--- config.mk ---
export PLATFORM = sky130hd
export DESIGN_NAME = async_fifo_core
export DESIGN_NICKNAME = d
export VERILOG_FILES = /design/src/rtl/async_fifo_core.sv
export SDC_FILE = /design/constraint.sdc
export NUM_CORES = 1
export LEC_CHECK = 0
export BUFFER_PORTS_ARGS = -buffer_cell sky130_fd_sc_hd__buf_2
export CAP_MARGIN = 20
export CORE_MARGIN = 2
export CORE_UTILIZATION = 44
export CTS_CLUSTER_DIAMETER = 200
export DETAILED_ROUTE_END_ITERATION = 10
export PLACE_DENSITY = 0.72
export SYNTH_ARGS = -nofsm -noshare
export SYNTH_HDL_FRONTEND = slang
export SYNTH_SLANG_ARGS = --single-unit
--- constraint.sdc ---
create_clock -name clk -period 3.5 [get_ports clk]
set_input_delay 0.175 -clock clk [delete_from_list [all_inputs] [get_ports clk]]
set_output_delay 0.175 -clock clk [all_outputs]
set_load 0.005 [all_outputs]
--- src/rtl/async_fifo_core.sv ---
// async_fifo_core: single-clock FIFO with a registered read port.
// Buffers words from a bursty producer for a slower consumer.
// It reports full/empty and almost_full/almost_empty status so both sides
// can throttle themselves.
//
// Optional feature macro: ASYNC_FIFO_ERR_FLAGS_EN
//   When defined, the module adds the sticky outputs overflow and underflow.
//   Only rst_n clears them.
//   When undefined, those ports and their logic are not present.
//
// Handshake semantics:
//   Write side: a word is taken at a rising clk edge when wr_en=1 and full=0,
//   with full taken as it was just before that edge. Writes requested while
//   full are dropped and change no state.
//   Read side: a word is taken at a rising clk edge when rd_en=1 and empty=0,
//   with empty taken as it was just before that edge. The word appears on
//   rd_data after that edge.
//   A read requested while empty drives rd_data to 0 and leaves the pointers
//   unchanged. While rd_en is low, rd_data holds its value.
//   There is no write-to-read bypass, so a read and a write at empty only
//   store the word.
//
// FIFO_DEPTH must equal 2**ADDR_WIDTH.

module async_fifo_core #(
  parameter int DATA_WIDTH    = 8,
  parameter int ADDR_WIDTH    = 6,
  parameter int FIFO_DEPTH    = 64,
  parameter int ALMOST_MARGIN = 4
) (
  input  logic                  clk,
  input  logic                  rst_n,
  input  logic                  wr_en,
  input  logic [DATA_WIDTH-1:0] wr_data,
  output logic                  full,
  input  logic                  rd_en,
  output logic [DATA_WIDTH-1:0] rd_data,
  output logic                  empty,
  output logic                  almost_full,
  output logic                  almost_empty
`ifdef ASYNC_FIFO_ERR_FLAGS_EN
  ,
  output logic                  overflow,
  output logic                  underflow
`endif
);

  localparam int PW = ADDR_WIDTH + 1;

  // Thresholds are held at pointer width so every compare is width-matched.
  localparam logic [PW-1:0] LP_ONE       = PW'(1);
  localparam logic [PW-1:0] LP_DEPTH     = PW'(FIFO_DEPTH);
  localparam logic [PW-1:0] LP_AF_LEVEL  = PW'(FIFO_DEPTH - ALMOST_MARGIN);
  localparam logic [PW-1:0] LP_AE_LEVEL  = PW'(ALMOST_MARGIN);

  // Storage array. It has no reset, so its contents survive rst_n.
  logic [DATA_WIDTH-1:0] r_mem [FIFO_DEPTH];

  // Pointers carry one extra wrap bit above the memory index.
  logic [PW-1:0]         r_wr_ptr;
  logic [PW-1:0]         r_rd_ptr;
  logic [DATA_WIDTH-1:0] r_rd_data;

  logic [PW-1:0]         w_count;
  logic [ADDR_WIDTH-1:0] w_wr_addr;
  logic [ADDR_WIDTH-1:0] w_rd_addr;
  logic                  w_full;
  logic                  w_empty;
  logic                  w_wr_accept;
  logic                  w_rd_accept;

  assign w_wr_addr = r_wr_ptr[ADDR_WIDTH-1:0];
  assign w_rd_addr = r_rd_ptr[ADDR_WIDTH-1:0];

  // Occupancy comes from modulo subtraction of the pointers.
  // The wrap bit tells full apart from empty.
  assign w_count = r_wr_ptr - r_rd_ptr;
  assign w_full  = (w_count == LP_DEPTH);
  assign w_empty = (w_count == '0);

  // Each side is qualified on the flags decoded from the registered pointers.
  assign w_wr_accept = wr_en && !w_full;
  assign w_rd_accept = rd_en && !w_empty;

  assign full         = w_full;
  assign empty        = w_empty;
  assign almost_full  = (w_count >= LP_AF_LEVEL);
  assign almost_empty = (w_count <= LP_AE_LEVEL);
  assign rd_data      = r_rd_data;

  // Store accepted words. This is gated by rst_n so that a wr_en held during
  // reset never touches the array.
  always_ff @(posedge clk) begin
    if (rst_n && w_wr_accept) begin
      r_mem[w_wr_addr] <= wr_data;
    end
  end

  // Advance the write pointer on every accepted write.
  always_ff @(posedge clk or negedge rst_n) begin
    if (!rst_n) begin
      r_wr_ptr <= '0;
    end else if (w_wr_accept) begin
      r_wr_ptr <= r_wr_ptr + LP_ONE;
    end
  end

  // Advance the read pointer on every accepted read.
  always_ff @(posedge clk or negedge rst_n) begin
    if (!rst_n) begin
      r_rd_ptr <= '0;
    end else if (w_rd_accept) begin
      r_rd_ptr <= r_rd_ptr + LP_ONE;
    end
  end

  // Registered read port: load the head word, load 0 on an empty read, or hold.
  always_ff @(posedge clk or negedge rst_n) begin
    if (!rst_n) begin
      r_rd_data <= '0;
    end else if (rd_en) begin
      r_rd_data <= w_empty ? '0 : r_mem[w_rd_addr];
    end
  end

`ifdef ASYNC_FIFO_ERR_FLAGS_EN
  logic r_overflow;
  logic r_underflow;

  // Sticky error flags. They record any refused request until the next reset.
  always_ff @(posedge clk or negedge rst_n) begin
    if (!rst_n) begin
      r_overflow  <= 1'b0;
      r_underflow <= 1'b0;
    end else begin
      if (wr_en && w_full) begin
        r_overflow <= 1'b1;
      end
      if (rd_en && w_empty) begin
        r_underflow <= 1'b1;
      end
    end
  end

  assign overflow  = r_overflow;
  assign underflow = r_underflow;
`endif

endmodule

==> results.sh, run 1 <==
export IMPL_status="finished, final reports clean"
export IMPL_rows=81
export IMPL_endpoint_kind="flop"
export IMPL_hold_viol=0
export IMPL_h_tree_depth=2
export IMPL_synthFlopType="edfxtp_1"
export IMPL_grt_pass1_vias=11350
export IMPL_seq_area_frac_synth=0.739
export IMPL_required_ns=3.71
export IMPL_dp_slack_ns=0.0627
export IMPL_syn_cell_area_um2=21500
export IMPL_wl_per_cell_um=25.4
export IMPL_stdcell_count=1915
export IMPL_cp_num_cells=11
export IMPL_peakVddDrop_mv=0.514
export IMPL_synth_area_per_cell_um2=18.9
export IMPL_cp_arrival_ns=3.52
export IMPL_synthArstFlopShare=0.0412
export IMPL_max_freq_mhz=301
export IMPL_crit_chain="inv_1 > ha_1 > inv_1 > fa_1 > a21o_1 > a21oi_2 > xnor2_1 > o211ai_1 > buf_4 > o211ai_2 > nor2_1"
export IMPL_drt_vias_per_instance=5.85
export IMPL_setup_tns_ns=0
export IMPL_grt_pass1_wl_um=73000
export IMPL_routed_wl_um=48600
export IMPL_maxCapViolations=0
export IMPL_start_util=0.443
export IMPL_slew_headroom=0.317
export IMPL_hold_slack_ns=0.0324
export IMPL_cts_tree="done"
export IMPL_clkLatencyLatePin_ns=0.59
export IMPL_final_common_cell="edfxtp_1"
export IMPL_synthCells=1139
export IMPL_layout_common_cells="512 x edfxtp_1, 99 x mux4_2, 91 x buf_4, 88 x mux2i_1, 64 x nor2_1"
export IMPL_vias=11202
export IMPL_postPlaceCellArea_um2=22900
export IMPL_finClkSkew_ns=0.0137
export IMPL_finalMaxSlewViolations=0
export IMPL_yosys_warnings=0
export IMPL_yosys_register_bits=534
export IMPL_gr_total_overflow=0
export IMPL_tightest_slew_ns=1.02
export IMPL_grt_start_max_net_pins=93
export IMPL_fin_ws_ns=0.182
export IMPL_grt_setup_unrepaired="false"
export IMPL_finalNetCount=1273
export IMPL_drt_first_pass_iters=7
export IMPL_hp_class="primary input to async pin"
export IMPL_die_height_um=225
export IMPL_clkSinkCount=534
export IMPL_cp_start_kind="flop"
export IMPL_grt_antenna_before_repair=1
export IMPL_seqCellArea_um2=15900
export IMPL_multiInputGateArea_um2=5330
export IMPL_finalSetupViolCount=0
export IMPL_leakage_uw=0.00820
export IMPL_cpLargestDelayFamily="compound AO/OA/AOI/OAI gates"
export IMPL_post_cts_buffers=0
export IMPL_cp_slowest_stage_delay_ns=0.69
export IMPL_cp_max_fo=21
export IMPL_nFillCells=3841
export IMPL_io_buffers=23
export IMPL_synthToLayoutAreaGrowth_pct=14.7
export IMPL_cts_root_buf="clkbuf_16"
export IMPL_r2r_cells=11
export IMPL_drt_initial_drc_count=1249
export IMPL_crit_type="flop to flop"
export IMPL_diodes=0
export IMPL_core_um2=48600
export IMPL_min_period_ns=3.32
export IMPL_synthDistinctLibCells=57
export IMPL_timing_critical_path_buf_inv=3
export IMPL_drcViolationCount=0
export IMPL_post_dp_hpwl_um=29800
export IMPL_dieArea_um2=50700
export IMPL_stdcell_area_um2=24700
export IMPL_cp_slowest_cell="nor2_1"
export IMPL_period_share=0.948
export IMPL_powerDensity_nw_per_um2=766
export IMPL_cts_buffer_depth=3
export IMPL_detail_route_antenna_nets=0
export IMPL_crit_path_frequent_cell="inv_1"
export IMPL_cts_clk_slew_worst_paths_ns=0.06
export IMPL_gp_congestion=0.860
export IMPL_synth_edf_count=512
export IMPL_placed_cells=1813
export IMPL_synth_nets=1160
export IMPL_numCtsBuffers=52
export IMPL_num_io_pins=24
export IMPL_grt_use_total=0.197
export IMPL_final_layout_size_suffix_gt1_frac=0.251
export IMPL_fp_dieW_um=225
[kinds of logic (layout without fill, tap and decap cells)]
family / Yosys count / in the layout / share of synthesized area
DFF: 534 / 534 / 0.739
and+or+nand+nor: 216 / 216 / 0.0479
muxes: 189 / 189 / 0.145
AOI/OAI and AO/OA: 99 / 99 / 0.0351
buffers and inverters: 75 / 229 / 0.0193
xor gates and xnor gates: 17 / 17 / 0.00726
adders and majority gates: 9 / 9 / 0.00558
[flip-flops by register name (all words and copies together), names as in the netlist]
signal	count
r_mem	512
r_wr_ptr	7
rd_data	8
r_rd_ptr	7
[report_power, final]
group          switching, µW  internal (µW)  total [µW]
Combinational           3520           2430        5960
Sequential               125           7250        7370
Clock                   2250           3340        5600
[cells in the mapped netlist, types with 3 or more instances]
master / instances / share of area
o211ai_2: 6 / 0.0035
and3_1: 19 / 0.0055
inv_1: 6 / 0.0010
buf_1: 6 / 0.0010
nand3b_1: 4 / 0.0014
o211ai_1: 6 / 0.0021
o21a_1: 3 / 0.0010
o22a_1: 7 / 0.0028
clkbuf_1: 20 / 0.0035
buf_6: 7 / 0.0037
o21ai_0: 3 / 0.00070
edfxtp_1: 512 / 0.71
xor2_1: 3 / 0.0012
nor3_1: 27 / 0.0063
or3_1: 3 / 0.00087
a31oi_1: 8 / 0.0023
nand3_1: 18 / 0.0042
a2111oi_0: 8 / 0.0033
buf_4: 15 / 0.0052
xnor2_1: 13 / 0.0053
nor2_1: 64 / 0.011
ha_1: 8 / 0.0046
a211oi_1: 9 / 0.0031
buf_2: 17 / 0.0040
mux2i_1: 88 / 0.041
a22oi_1: 15 / 0.0052
o2111ai_1: 5 / 0.0020
and2_1: 3 / 0.00087
nand2_1: 54 / 0.0094
or3b_2: 3 / 0.0012
nor4_1: 10 / 0.0029
a21oi_1: 17 / 0.0040
mux4_2: 99 / 0.10
dfrtp_1: 22 / 0.026
[what timing repair did]
item / CTS / global route
endpoints found under the hold margin: 25 / 0
gates resized for setup: 1 / 3
setup endpoints to repair: 1 / 104
pin swaps: 0 / 2
hold buffers: 2 / 0
[stage by stage]
step | total power (µW) | util
final | 18900 | 0.508
after global routing | 19700 | 0.508
after CTS | 19000 | 0.506
after detailed placement | 13400 | 0.471
after global placement | 13300 | 0.470
after floorplan | 11700 | -
[path summary, 6_finish.rpt]
path / startpoint / endpoint / slack (ns)
max in group asynchronous: rst_n / r_rd_ptr[2] / 2.96
hold / removal: rst_n / r_wr_ptr[2] / 0.03
setup reg to reg: r_wr_ptr[0] / r_mem[36][2] / 0.18
setup / recovery: r_wr_ptr[0] / r_mem[36][2] / 0.18
min in group clk: rd_en / rd_data[0] / 0.04
hold reg to reg: rd_data[6] / rd_data[6] / 0.49
[worst register-to-register path, delay by kind of cell, from the launching register on]
kind	cells	cell delay (ns)
buf+inv	3	0.46
xor+xnor	1	0.12
flops	1	0.37
fa+ha+maj	2	0.55
simple gates	1	0.69
compound gates	4	0.75
[routing by layer]
metal  routed length (µm)  vias up  global-route usage
met5                   11        -                   0
met2                23400      468               0.313
met4                 1580        2              0.0739
met3                 3520       90              0.0335
met1                20100     5790               0.274
li1                     -     4852                   -
[area by class of cell]
cell class,instances,share of cell area
Sequential cell,534,0.645
Multi-Input combinational cell,530,0.216
Clock buffer,63,0.0552
Timing Repair Buffer,125,0.0370
Tap cell,622,0.0315
Clock inverter,32,0.0139
Inverter,9,0.00137
No activity file was read; power rests on OpenSTA's default activity.
==> run 2: changes to the inputs <==
--- a/config.mk
+++ b/config.mk
@@ -6,12 +6,13 @@
 export NUM_CORES = 1
 export LEC_CHECK = 0
 export BUFFER_PORTS_ARGS = -buffer_cell sky130_fd_sc_hd__buf_2
-export CAP_MARGIN = 20
+export CAP_MARGIN = 25
 export CORE_MARGIN = 2
-export CORE_UTILIZATION = 44
+export CORE_UTILIZATION = 42
 export CTS_CLUSTER_DIAMETER = 200
 export DETAILED_ROUTE_END_ITERATION = 10
-export PLACE_DENSITY = 0.72
+export PLACE_DENSITY = 0.7
 export SYNTH_ARGS = -nofsm -noshare
 export SYNTH_HDL_FRONTEND = slang
 export SYNTH_SLANG_ARGS = --single-unit
+export TNS_END_PERCENT = 50
==> results.sh, run 2 (synthesized netlist as in run 1, its figures left out) <==
export IMPL_status="finished, final reports clean"
export IMPL_grt_pass1_wl_um=72500
export IMPL_reg2reg_from="r_wr_ptr[0]"
export IMPL_dieArea_um2=53100
export IMPL_finalMaxSlewViolations=0
export IMPL_wl_per_cell_um=24.8
export IMPL_rows=82
export IMPL_nFillCells=4037
export IMPL_drt_first_pass_iters=5
export IMPL_gr_total_overflow=0
export IMPL_tightest_slew_ns=0.920
export IMPL_synthToLayoutAreaGrowth_pct=14.7
export IMPL_finalSetupViolCount=0
export IMPL_hp_class="primary input to flop"
export IMPL_whs_path_depth=1
export IMPL_io_buffers=23
export IMPL_start_util=0.428
export IMPL_drt_vias_per_instance=5.69
export IMPL_highest_signal_layer="met4"
export IMPL_hold_viol=0
export IMPL_slew_headroom=0.387
export IMPL_grt_use_total=0.185
export IMPL_num_io_pins=24
export IMPL_numCtsBuffers=53
export IMPL_hold_slack_ns=0.135
export IMPL_drt_initial_drc_count=1229
export IMPL_grt_antenna_before_repair=1
export IMPL_required_ns=3.85
export IMPL_h_tree_depth=2
export IMPL_drcViolationCount=0
export IMPL_cts_clk_slew_worst_paths_ns=0.06
export IMPL_worstHoldStart="wr_data[2]"
export IMPL_final_layout_size_suffix_gt1_frac=0.249
export IMPL_core_um2=50400
export IMPL_final_common_cell="edfxtp_1"
export IMPL_vias=11179
export IMPL_grt_start_max_net_pins=83
export IMPL_routed_wl_um=48600
export IMPL_cts_buffer_depth=3
export IMPL_fp_dieW_um=230
export IMPL_dp_slack_ns=0.149
export IMPL_cp_arrival_ns=3.71
export IMPL_cp_start_kind="flop"
export IMPL_registers_top_by_ff_count="r_mem"
export IMPL_max_freq_mhz=297
export IMPL_clkSinkCount=534
export IMPL_layout_common_cells="512 x edfxtp_1, 99 x mux4_2, 91 x buf_4, 88 x mux2i_1, 64 x nor2_1"
export IMPL_grt_setup_unrepaired="true"
export IMPL_gp_congestion=0.919
export IMPL_grt_pass1_vias=11364
export IMPL_diodes=0
export IMPL_fin_ws_ns=0.137
export IMPL_ff2ff_setup_slack_ns=0.14
export IMPL_largest_reg_flops=512
export IMPL_cp_max_fo=22
export IMPL_endpoint_kind="flop"
export IMPL_min_period_ns=3.36
export IMPL_clkLatencyLatePin_ns=0.60
export IMPL_crit_type="flop to flop"
export IMPL_cts_tree="done"
export IMPL_wl_met3_um=3200
export IMPL_finalNetCount=1272
export IMPL_r2r_end="r_mem[17][3]"
export IMPL_whs_endpoint="r_mem[19][2]"
export IMPL_wl_met2_um=23200
export IMPL_leakage_uw=0.00818
export IMPL_peakVddDrop_mv=0.532
export IMPL_post_dp_hpwl_um=30300
export IMPL_period_share=0.961
export IMPL_r2r_cells=12
export IMPL_powerDensity_nw_per_um2=756
export IMPL_wirelength_met1_um=20300
export IMPL_die_height_um=230
export IMPL_cts_root_buf="clkbuf_16"
export IMPL_maxCapViolations=0
export IMPL_detail_route_antenna_nets=0
export IMPL_finish_utilization=0.490
export IMPL_finClkSkew_ns=0.0120
run 2: cell count changes in the layout (fill, tap and decap cells not counted), moves of 2 or more:
cell	before	now
bufinv_16	8	2
buf_2	26	23
clkinv_1	16	12
clkbuf_1	10	12
clkinv_2	8	10
dlygate4sd3_1	2	4
clkbuf_16	53	55
clkbuf_8	0	3
buf_12	1	4
clkbuf_4	3	0
run 2: how the worst max path moves through the flow:
| stage | start | end | slack (ns) | depth (start not counted) |
|---|---|---|---|---|
| after floorplan | r_rd_ptr[1] | r_mem[15][0] | -0.19 | 14 |
| after global placement | r_wr_ptr[0] | r_mem[21][7] | 0.20 | 12 |
| after detailed placement | r_wr_ptr[0] | r_mem[17][2] | 0.15 | 12 |
| after CTS | r_wr_ptr[0] | almost_empty | 0.07 | 10 |
| after global routing | r_wr_ptr[0] | r_mem[27][4] | -0.05 | 12 |
| final | r_wr_ptr[0] | r_mem[17][3] | 0.14 | 12 |
run 2: where the power goes:
group	total, µW	leakage [µW]	switching (µW)	internal [µW]
Combinational	5890	0.00251	3490	2400
Sequential	7450	0.00486	198	7250
Clock	5340	0.000803	2280	3060
run 2: area by class of cell:
| class | count | area (µm²) | area share |
|---|---|---|---|
| inverter | 9 | 33.8 | 0.00137 |
| sequential | 534 | 15900 | 0.645 |
| multi-input combinational | 530 | 5330 | 0.216 |
| clock inverter | 25 | 168 | 0.00679 |
| tap | 672 | 841 | 0.0340 |
| clock buffer | 70 | 1460 | 0.0592 |
| timing repair buffer | 123 | 930 | 0.0376 |
run 2: timing repair:
action / in CTS / in global routing
setup endpoints to repair: 0 / 330
setup buffers: 0 / 2
hold endpoints to repair: 27 / 0
hold buffers: 4 / 0
resized for setup: 0 / 3
run 2: metal layers:
metal  global-route usage  up-vias
li1                     -     4850
met1                0.251     5773
met2                0.295      448
met3               0.0335      108
met4               0.0825        0
met5                    0        -
run 2: critical path, cell delays in order, from the launching register on:
cell      delay [ns]
dfrtp_1         0.38
inv_1           0.08
ha_1            0.17
inv_1           0.06
fa_1            0.40
a21o_1          0.20
a21oi_2         0.19
xnor2_1         0.19
o211ai_1        0.13
buf_4           0.24
o211ai_2        0.69
nor2_1          0.14
buf_4           0.22
run 2: stage by stage:
step	TNS, ns	power (µW)	cell area (µm²)	instances
2_1_floorplan	-11.57	11700	21700	1139
3_3_place_gp	0	13300	23000	1860
3_5_place_dp	0	13400	23000	1862
4_1_cts	0	18700	24700	1961
5_1_grt	-2.60	19500	24700	1963
6_report	0	18700	24700	1963
